==> config.mk <==
export PLATFORM = sky130hd
export DESIGN_NAME = alu_share_ctrl_flat
export DESIGN_NICKNAME = d
export VERILOG_FILES = /design/src/rtl/alu_share_ctrl_if.sv /design/src/rtl/alu_share_ctrl.sv /design/src/flat_wrapper.sv
export SDC_FILE = /design/constraint.sdc
export NUM_CORES = 1
export LEC_CHECK = 0
export BUFFER_PORTS_ARGS = -buffer_cell sky130_fd_sc_hd__buf_2
export CORE_MARGIN = 4
export CORE_UTILIZATION = 45
export CTS_CLUSTER_DIAMETER = 200
export DETAILED_ROUTE_END_ITERATION = 10
export MAX_ROUTING_LAYER = met4
export PLACE_DENSITY = 0.8
export SKIP_CTS_REPAIR_TIMING = 1
export SYNTH_ARGS = -nofsm -noshare
export SYNTH_HDL_FRONTEND = slang
export SYNTH_SLANG_ARGS = --single-unit
==> constraint.sdc <==
create_clock -name clk -period 1.81 [get_ports clk]
set_input_delay 0.362 -clock clk [delete_from_list [all_inputs] [get_ports clk]]
set_output_delay 0.362 -clock clk [all_outputs]
set_load 0.01 [all_outputs]
==> src/rtl/alu_share_ctrl_if.sv <==
// Bundle of requester, ALU and response signals between issue logic, the
// shared-ALU controller and the ALU instance.
interface alu_share_ctrl_if #(
  parameter int WIDTH = 13,
  parameter int OP_W  = 3
);
  logic             req0_valid;
  logic             req0_ready;
  logic [OP_W-1:0]  req0_op;
  logic [WIDTH-1:0] req0_a;
  logic [WIDTH-1:0] req0_b;
  logic             req1_valid;
  logic             req1_ready;
  logic [OP_W-1:0]  req1_op;
  logic [WIDTH-1:0] req1_a;
  logic [WIDTH-1:0] req1_b;
  logic [OP_W-1:0]  alu_op;
  logic [WIDTH-1:0] alu_in1;
  logic [WIDTH-1:0] alu_in2;
  logic [WIDTH-1:0] alu_result;
  logic             alu_beq;
  logic             rsp_valid;
  logic             rsp_ready;
  logic             rsp_id;
  logic [WIDTH-1:0] rsp_result;
  logic             rsp_beq;
  logic             busy;

  modport slave (
    input  req0_valid, req0_op, req0_a, req0_b,
    input  req1_valid, req1_op, req1_a, req1_b,
    input  alu_result, alu_beq, rsp_ready,
    output req0_ready, req1_ready,
    output alu_op, alu_in1, alu_in2,
    output rsp_valid, rsp_id, rsp_result, rsp_beq, busy
  );

  modport master (
    output req0_valid, req0_op, req0_a, req0_b,
    output req1_valid, req1_op, req1_a, req1_b,
    output alu_result, alu_beq, rsp_ready,
    input  req0_ready, req1_ready,
    input  alu_op, alu_in1, alu_in2,
    input  rsp_valid, rsp_id, rsp_result, rsp_beq, busy
  );
endinterface

==> src/rtl/alu_share_ctrl.sv <==
// Round-robin share of one ALU between two requesters: grant, hold operands
// for EXEC_CYCLES, then present the tagged result until the consumer takes it.
module alu_share_ctrl #(
  parameter int WIDTH       = 13,
  parameter int OP_W        = 3,
  parameter int EXEC_CYCLES = 1
) (
  input logic              clk,
  input logic              rst_n,
  alu_share_ctrl_if.slave  bus
);
  typedef enum logic [1:0] {
    ST_IDLE = 2'd0,
    ST_EXEC = 2'd1,
    ST_RESP = 2'd2
  } state_t;

  localparam logic [3:0]      EXEC_INIT = 4'(EXEC_CYCLES);
  localparam logic [OP_W-1:0] OP_BEQ    = OP_W'(3'b101);

  state_t           state_q, state_d;
  logic [3:0]       cnt_q, cnt_d;
  logic             ptr_q, ptr_d;
  logic [OP_W-1:0]  alu_op_q, alu_op_d;
  logic [WIDTH-1:0] alu_in1_q, alu_in1_d;
  logic [WIDTH-1:0] alu_in2_q, alu_in2_d;
  logic             rsp_valid_q, rsp_valid_d;
  logic             rsp_id_q, rsp_id_d;
  logic [WIDTH-1:0] rsp_result_q, rsp_result_d;
  logic             rsp_beq_q, rsp_beq_d;
  logic             grant0, grant1;

  always_ff @(posedge clk or negedge rst_n) begin
    if (!rst_n) begin
      state_q      <= ST_IDLE;
      cnt_q        <= '0;
      ptr_q        <= 1'b0;
      alu_op_q     <= '0;
      alu_in1_q    <= '0;
      alu_in2_q    <= '0;
      rsp_valid_q  <= 1'b0;
      rsp_id_q     <= 1'b0;
      rsp_result_q <= '0;
      rsp_beq_q    <= 1'b0;
    end else begin
      state_q      <= state_d;
      cnt_q        <= cnt_d;
      ptr_q        <= ptr_d;
      alu_op_q     <= alu_op_d;
      alu_in1_q    <= alu_in1_d;
      alu_in2_q    <= alu_in2_d;
      rsp_valid_q  <= rsp_valid_d;
      rsp_id_q     <= rsp_id_d;
      rsp_result_q <= rsp_result_d;
      rsp_beq_q    <= rsp_beq_d;
    end
  end

  always_comb begin
    state_d      = state_q;
    cnt_d        = cnt_q;
    ptr_d        = ptr_q;
    alu_op_d     = alu_op_q;
    alu_in1_d    = alu_in1_q;
    alu_in2_d    = alu_in2_q;
    rsp_valid_d  = rsp_valid_q;
    rsp_id_d     = rsp_id_q;
    rsp_result_d = rsp_result_q;
    rsp_beq_d    = rsp_beq_q;
    grant0       = 1'b0;
    grant1       = 1'b0;

    case (state_q)
      ST_IDLE: begin
        // A lone valid wins outright; the pointer only breaks ties.
        if (bus.req0_valid && (!bus.req1_valid || !ptr_q)) begin
          grant0 = 1'b1;
        end else if (bus.req1_valid) begin
          grant1 = 1'b1;
        end
        if (grant0) begin
          alu_op_d  = bus.req0_op;
          alu_in1_d = bus.req0_a;
          alu_in2_d = bus.req0_b;
          rsp_id_d  = 1'b0;
          cnt_d     = EXEC_INIT;
          state_d   = ST_EXEC;
        end else if (grant1) begin
          alu_op_d  = bus.req1_op;
          alu_in1_d = bus.req1_a;
          alu_in2_d = bus.req1_b;
          rsp_id_d  = 1'b1;
          cnt_d     = EXEC_INIT;
          state_d   = ST_EXEC;
        end
      end
      ST_EXEC: begin
        cnt_d = cnt_q - 4'd1;
        if (cnt_q == 4'd1) begin
          rsp_result_d = bus.alu_result;
          rsp_beq_d    = (alu_op_q == OP_BEQ) & bus.alu_beq;
          rsp_valid_d  = 1'b1;
          state_d      = ST_RESP;
        end
      end
      ST_RESP: begin
        if (bus.rsp_ready) begin
          rsp_valid_d = 1'b0;
          ptr_d       = ~rsp_id_q;
          state_d     = ST_IDLE;
        end
      end
      default: begin
        state_d = ST_IDLE;
      end
    endcase
  end

  assign bus.req0_ready = grant0;
  assign bus.req1_ready = grant1;
  assign bus.alu_op     = alu_op_q;
  assign bus.alu_in1    = alu_in1_q;
  assign bus.alu_in2    = alu_in2_q;
  assign bus.rsp_valid  = rsp_valid_q;
  assign bus.rsp_id     = rsp_id_q;
  assign bus.rsp_result = rsp_result_q;
  assign bus.rsp_beq    = rsp_beq_q;
  assign bus.busy       = (state_q != ST_IDLE);
endmodule

==> src/flat_wrapper.sv <==
// flat-port wrapper written by rule: the top's interface ports become plain ports
module alu_share_ctrl_flat 
#(
  parameter int WIDTH       = 13,
  parameter int OP_W        = 3,
  parameter int EXEC_CYCLES = 1
)
  (clk, rst_n, bus_req0_valid, bus_req0_op, bus_req0_a, bus_req0_b, bus_req1_valid, bus_req1_op, bus_req1_a, bus_req1_b, bus_alu_result, bus_alu_beq, bus_rsp_ready, bus_req0_ready, bus_req1_ready, bus_alu_op, bus_alu_in1, bus_alu_in2, bus_rsp_valid, bus_rsp_id, bus_rsp_result, bus_rsp_beq, bus_busy);
  alu_share_ctrl_if #(.WIDTH(WIDTH), .OP_W(OP_W)) bus_i ();
  input logic clk;
  input logic rst_n;
  input wire logic [$bits(bus_i.req0_valid)-1:0] bus_req0_valid;
  input wire logic [$bits(bus_i.req0_op)-1:0] bus_req0_op;
  input wire logic [$bits(bus_i.req0_a)-1:0] bus_req0_a;
  input wire logic [$bits(bus_i.req0_b)-1:0] bus_req0_b;
  input wire logic [$bits(bus_i.req1_valid)-1:0] bus_req1_valid;
  input wire logic [$bits(bus_i.req1_op)-1:0] bus_req1_op;
  input wire logic [$bits(bus_i.req1_a)-1:0] bus_req1_a;
  input wire logic [$bits(bus_i.req1_b)-1:0] bus_req1_b;
  input wire logic [$bits(bus_i.alu_result)-1:0] bus_alu_result;
  input wire logic [$bits(bus_i.alu_beq)-1:0] bus_alu_beq;
  input wire logic [$bits(bus_i.rsp_ready)-1:0] bus_rsp_ready;
  output wire logic [$bits(bus_i.req0_ready)-1:0] bus_req0_ready;
  output wire logic [$bits(bus_i.req1_ready)-1:0] bus_req1_ready;
  output wire logic [$bits(bus_i.alu_op)-1:0] bus_alu_op;
  output wire logic [$bits(bus_i.alu_in1)-1:0] bus_alu_in1;
  output wire logic [$bits(bus_i.alu_in2)-1:0] bus_alu_in2;
  output wire logic [$bits(bus_i.rsp_valid)-1:0] bus_rsp_valid;
  output wire logic [$bits(bus_i.rsp_id)-1:0] bus_rsp_id;
  output wire logic [$bits(bus_i.rsp_result)-1:0] bus_rsp_result;
  output wire logic [$bits(bus_i.rsp_beq)-1:0] bus_rsp_beq;
  output wire logic [$bits(bus_i.busy)-1:0] bus_busy;
  assign bus_i.req0_valid = bus_req0_valid;
  assign bus_i.req0_op = bus_req0_op;
  assign bus_i.req0_a = bus_req0_a;
  assign bus_i.req0_b = bus_req0_b;
  assign bus_i.req1_valid = bus_req1_valid;
  assign bus_i.req1_op = bus_req1_op;
  assign bus_i.req1_a = bus_req1_a;
  assign bus_i.req1_b = bus_req1_b;
  assign bus_i.alu_result = bus_alu_result;
  assign bus_i.alu_beq = bus_alu_beq;
  assign bus_i.rsp_ready = bus_rsp_ready;
  assign bus_req0_ready = bus_i.req0_ready;
  assign bus_req1_ready = bus_i.req1_ready;
  assign bus_alu_op = bus_i.alu_op;
  assign bus_alu_in1 = bus_i.alu_in1;
  assign bus_alu_in2 = bus_i.alu_in2;
  assign bus_rsp_valid = bus_i.rsp_valid;
  assign bus_rsp_id = bus_i.rsp_id;
  assign bus_rsp_result = bus_i.rsp_result;
  assign bus_rsp_beq = bus_i.rsp_beq;
  assign bus_busy = bus_i.busy;
  alu_share_ctrl #(.WIDTH(WIDTH), .OP_W(OP_W), .EXEC_CYCLES(EXEC_CYCLES)) u_core (.clk(clk), .rst_n(rst_n), .bus(bus_i));
endmodule
==> impl_metrics.py <==
metrics = {
    "grt": {
        "grt_overflow": 0,
        "grt_use_total_pct": 20.9,
        "grt_pass1_wl_um": 10400,
        "antenna_found_initial": 0,
        "grt_max_degree": 27,
        "grt_pass1_vias": 2194,
    },
    "synthesis": {
        "syn_area_per_cell_um2": 10.1,
        "ys_types": 32,
        "syn_inst": 240,
        "yosys_warnings": 0,
        "syn_nets": 319,
        "netlist.area_leader.share_pct": 53.9,
        "ys_seq_elements": 52,
        "yosysSeqAreaShare_pct": 53.9,
        "yosysTopAreaCell": "dfrtp_1",
        "synth_area_leaders": "dfrtp_1 54%, nand2_1 9.8%, a31oi_1 7.5%",
        "syn_area_um2": 2410,
    },
    "floorplanning": {
        "start_util_pct": 46.9,
        "dieHeight_um": 81.2,
        "pin_count": 125,
        "core-area_um2": 5140,
        "rows": 26,
        "dieArea_um2": 6600,
        "die_w_um": 81.2,
    },
    "flow_run": {
        "max_cap_viol_count": 0,
    },
    "finish": {
        "syn2layout_area_growth_pct": 33.8,
        "multi_input_area_um2": 1000,
        "regArea_um2": 1300,
        "n_antenna_cell": 0,
        "fin_nets": 444,
        "fill_cells": 489,
        "drive_above_1_share_pct": 45.1,
    },
    "worst_setup_path": {
        "end_kind": "output port",
        "worstReg2RegEnd": "u_core.bus.rsp_result[8]",
        "arrival_ns": 1.30,
        "timing.rr.start": "u_core.cnt_q[1]",
        "startpoint_type": "register",
        "worstRegToRegCells": 5,
        "reg2reg_slack_ns": 0.30,
        "crit_required_ns": 1.45,
        "worstPathMaxFanout": 8,
        "critPathKind": "reg -> out",
    },
    "clock_tree": {
        "cts_buffer_depth": 2,
        "cts_sinks": 52,
        "cts_tree": "yes",
        "clk_pin_slew_ns": 0.09,
        "insertion_delay_ns": 0.30,
        "root_buffer": "clkbuf_8",
        "cts_max_level": 2,
        "cts_made_buffers": 5,
    },
    "pwr": {
        "ir_drop_v": 0.000605,
        "power_w": 0.00539,
        "cellPowerDensity_nw_per_um2": 1670,
        "p_leak_nw": 1.63,
    },
    "place": {
        "globalplace.congestion": 0.814,
        "hpwlAfterDp_um": 4760,
        "port_buffers": 124,
    },
    "sta": {
        "slew_headroom_pct": 77.6,
        "worstMarginPinSlew_ns": 0.336,
        "max_clock_freq_mhz": 601,
        "final-hold-violation-count": 0,
        "finClkSkew_ns": 0.00695,
        "tns_ns": 0,
        "period_share_pct": 92.0,
        "setup_viol": 0,
        "period_needed_ns": 1.66,
        "slew_violations": 0,
        "rsz0062_at_grt": "false",
        "whs_ns": 0.0464,
    },
    "drt": {
        "drc": 0,
        "dr.pass1.iters": 4,
        "wl_per_cell_um": 14.3,
        "antenna_left": 0,
        "initialDrtViolationCount": 81,
        "post_drt_via_cell_ratio": 5.05,
        "via_count": 2201,
        "routed_wl_um": 6230,
    },
    "outcome": {
        "status": "finished clean",
    },
    "hold_path": {
        "hp-class": "in -> async",
    },
}
## worst max-delay path by stage
stage                            startpoint                        end  slack, ns  cells past startpoint
after floorplan             u_core.cnt_q[1]  u_core.bus.rsp_result[10]       0.31                      7
after global placement      u_core.cnt_q[1]  u_core.bus.rsp_result[11]       0.38                      5
after detailed placement    u_core.cnt_q[1]  u_core.bus.rsp_result[10]       0.31                      5
after CTS                 u_core.state_q[1]                   bus_busy       0.02                      4
after global routing      u_core.state_q[1]                   bus_busy       0.06                      4
final                     u_core.state_q[1]                   bus_busy       0.15                      4
## stage by stage
| stage | setup WS (ns) | cells | instance area, um2 | utilization, % |
|---|---|---|---|---|
| 6_report | 0.145 | 436 | 3230 | 62.8 |
| 5_1_grt | 0.0550 | 436 | 3230 | 62.8 |
| 4_1_cts | 0.0232 | 436 | 3220 | 62.6 |
| 3_5_place_dp | 0.312 | 428 | 3110 | 60.5 |
| 3_3_place_gp | 0.377 | 428 | 3110 | 60.5 |
| 2_1_floorplan | 0.308 | 240 | 2410 | - |
## synthesized netlist by cell type, drive strengths merged
cell and number:
nand3 1, ha 2, nor3b 1, inv 3, nand3b 2, or2b 1
a31oi 29, o311ai 1, o21ai 6, nand2 63, mux2 14, a21bo 1
and2 1, a21boi 1, xnor2 1, xor2 1, clkbuf 5, buf 14
nor3 2, a21oi 30, nor2 3, and4b 1, dfrtp 52, or3 1
or2 1, nand2b 2, and3 1
## where the power goes
part / internal (W) / switching [W] / total, W
Combinational: 0.00120 / 0.00132 / 0.00253
Sequential: 0.00174 / 0.000345 / 0.00208
Clock: 0.000411 / 0.000369 / 0.000780
Total: 0.00335 / 0.00204 / 0.00539
## metal layers
metal	vias up	routed length, um	track usage [%]
met2	86	2930	32.8
met1	1033	2730	27.8
li1	1077	-	-
met5	-	0	-
met4	0	43	4.56
met3	5	533	4.77
## cell type report
class                           instances  area share (%)
Sequential cell                        52            40.3
Multi-Input combinational cell        166            31.0
Timing Repair Buffer                  137            22.3
Inverter                                3           0.349
Tap cell                               70            2.71
Clock inverter                          2            1.09
Clock buffer                            6            2.25
## state kept, by name (all words and copies together), names as in the netlist
| name | count |
|---|---|
| u_core.bus.alu_in1 | 13 |
| u_core.bus.rsp_id | 1 |
| u_core.bus.alu_op | 3 |
| u_core.state_q | 2 |
| u_core.bus.alu_in2 | 13 |
| u_core.bus.rsp_valid | 1 |
| u_core.bus.rsp_beq | 1 |
| u_core.cnt_q | 4 |
| u_core.bus.rsp_result | 13 |
| u_core.ptr_q | 1 |
## kinds of logic (layout without fill, tap and decap cells)
| kind of cell | after synthesis | count (layout) | synth area share, % |
|---|---|---|---|
| xor gates and xnor gates | 2 | 2 | 0.726 |
| AOI/OAI and AO/OA | 68 | 68 | 16.1 |
| muxes | 14 | 14 | 7.78 |
| buffers and inverters | 22 | 148 | 5.13 |
| DFF | 52 | 52 | 53.9 |
| adders and majority gates | 2 | 2 | 1.04 |
| and+or+nand+nor | 80 | 80 | 15.3 |
## worst max-delay path, stage by stage, from the launching register on
cell	delay [ns]
dfrtp_1	0.47
nor2_4	0.20
buf_4	0.17
inv_1	0.04
buf_2	0.13
## layout by cell type (no fill, tap or decap), types with 2 or more instances in the layout
| cell | n |
|---|---|
| nand3b_1 | 2 |
| a21oi_1 | 30 |
| ha_1 | 2 |
| a31oi_1 | 29 |
| nand2_1 | 63 |
| mux2_4 | 8 |
| nor2_1 | 2 |
| o21ai_0 | 6 |
| mux2_2 | 6 |
| dfrtp_1 | 52 |
| nand2b_4 | 2 |
| buf_2 | 124 |
| buf_4 | 13 |
| inv_1 | 3 |
| clkbuf_8 | 5 |
Power figures use the tool's default switching activity.
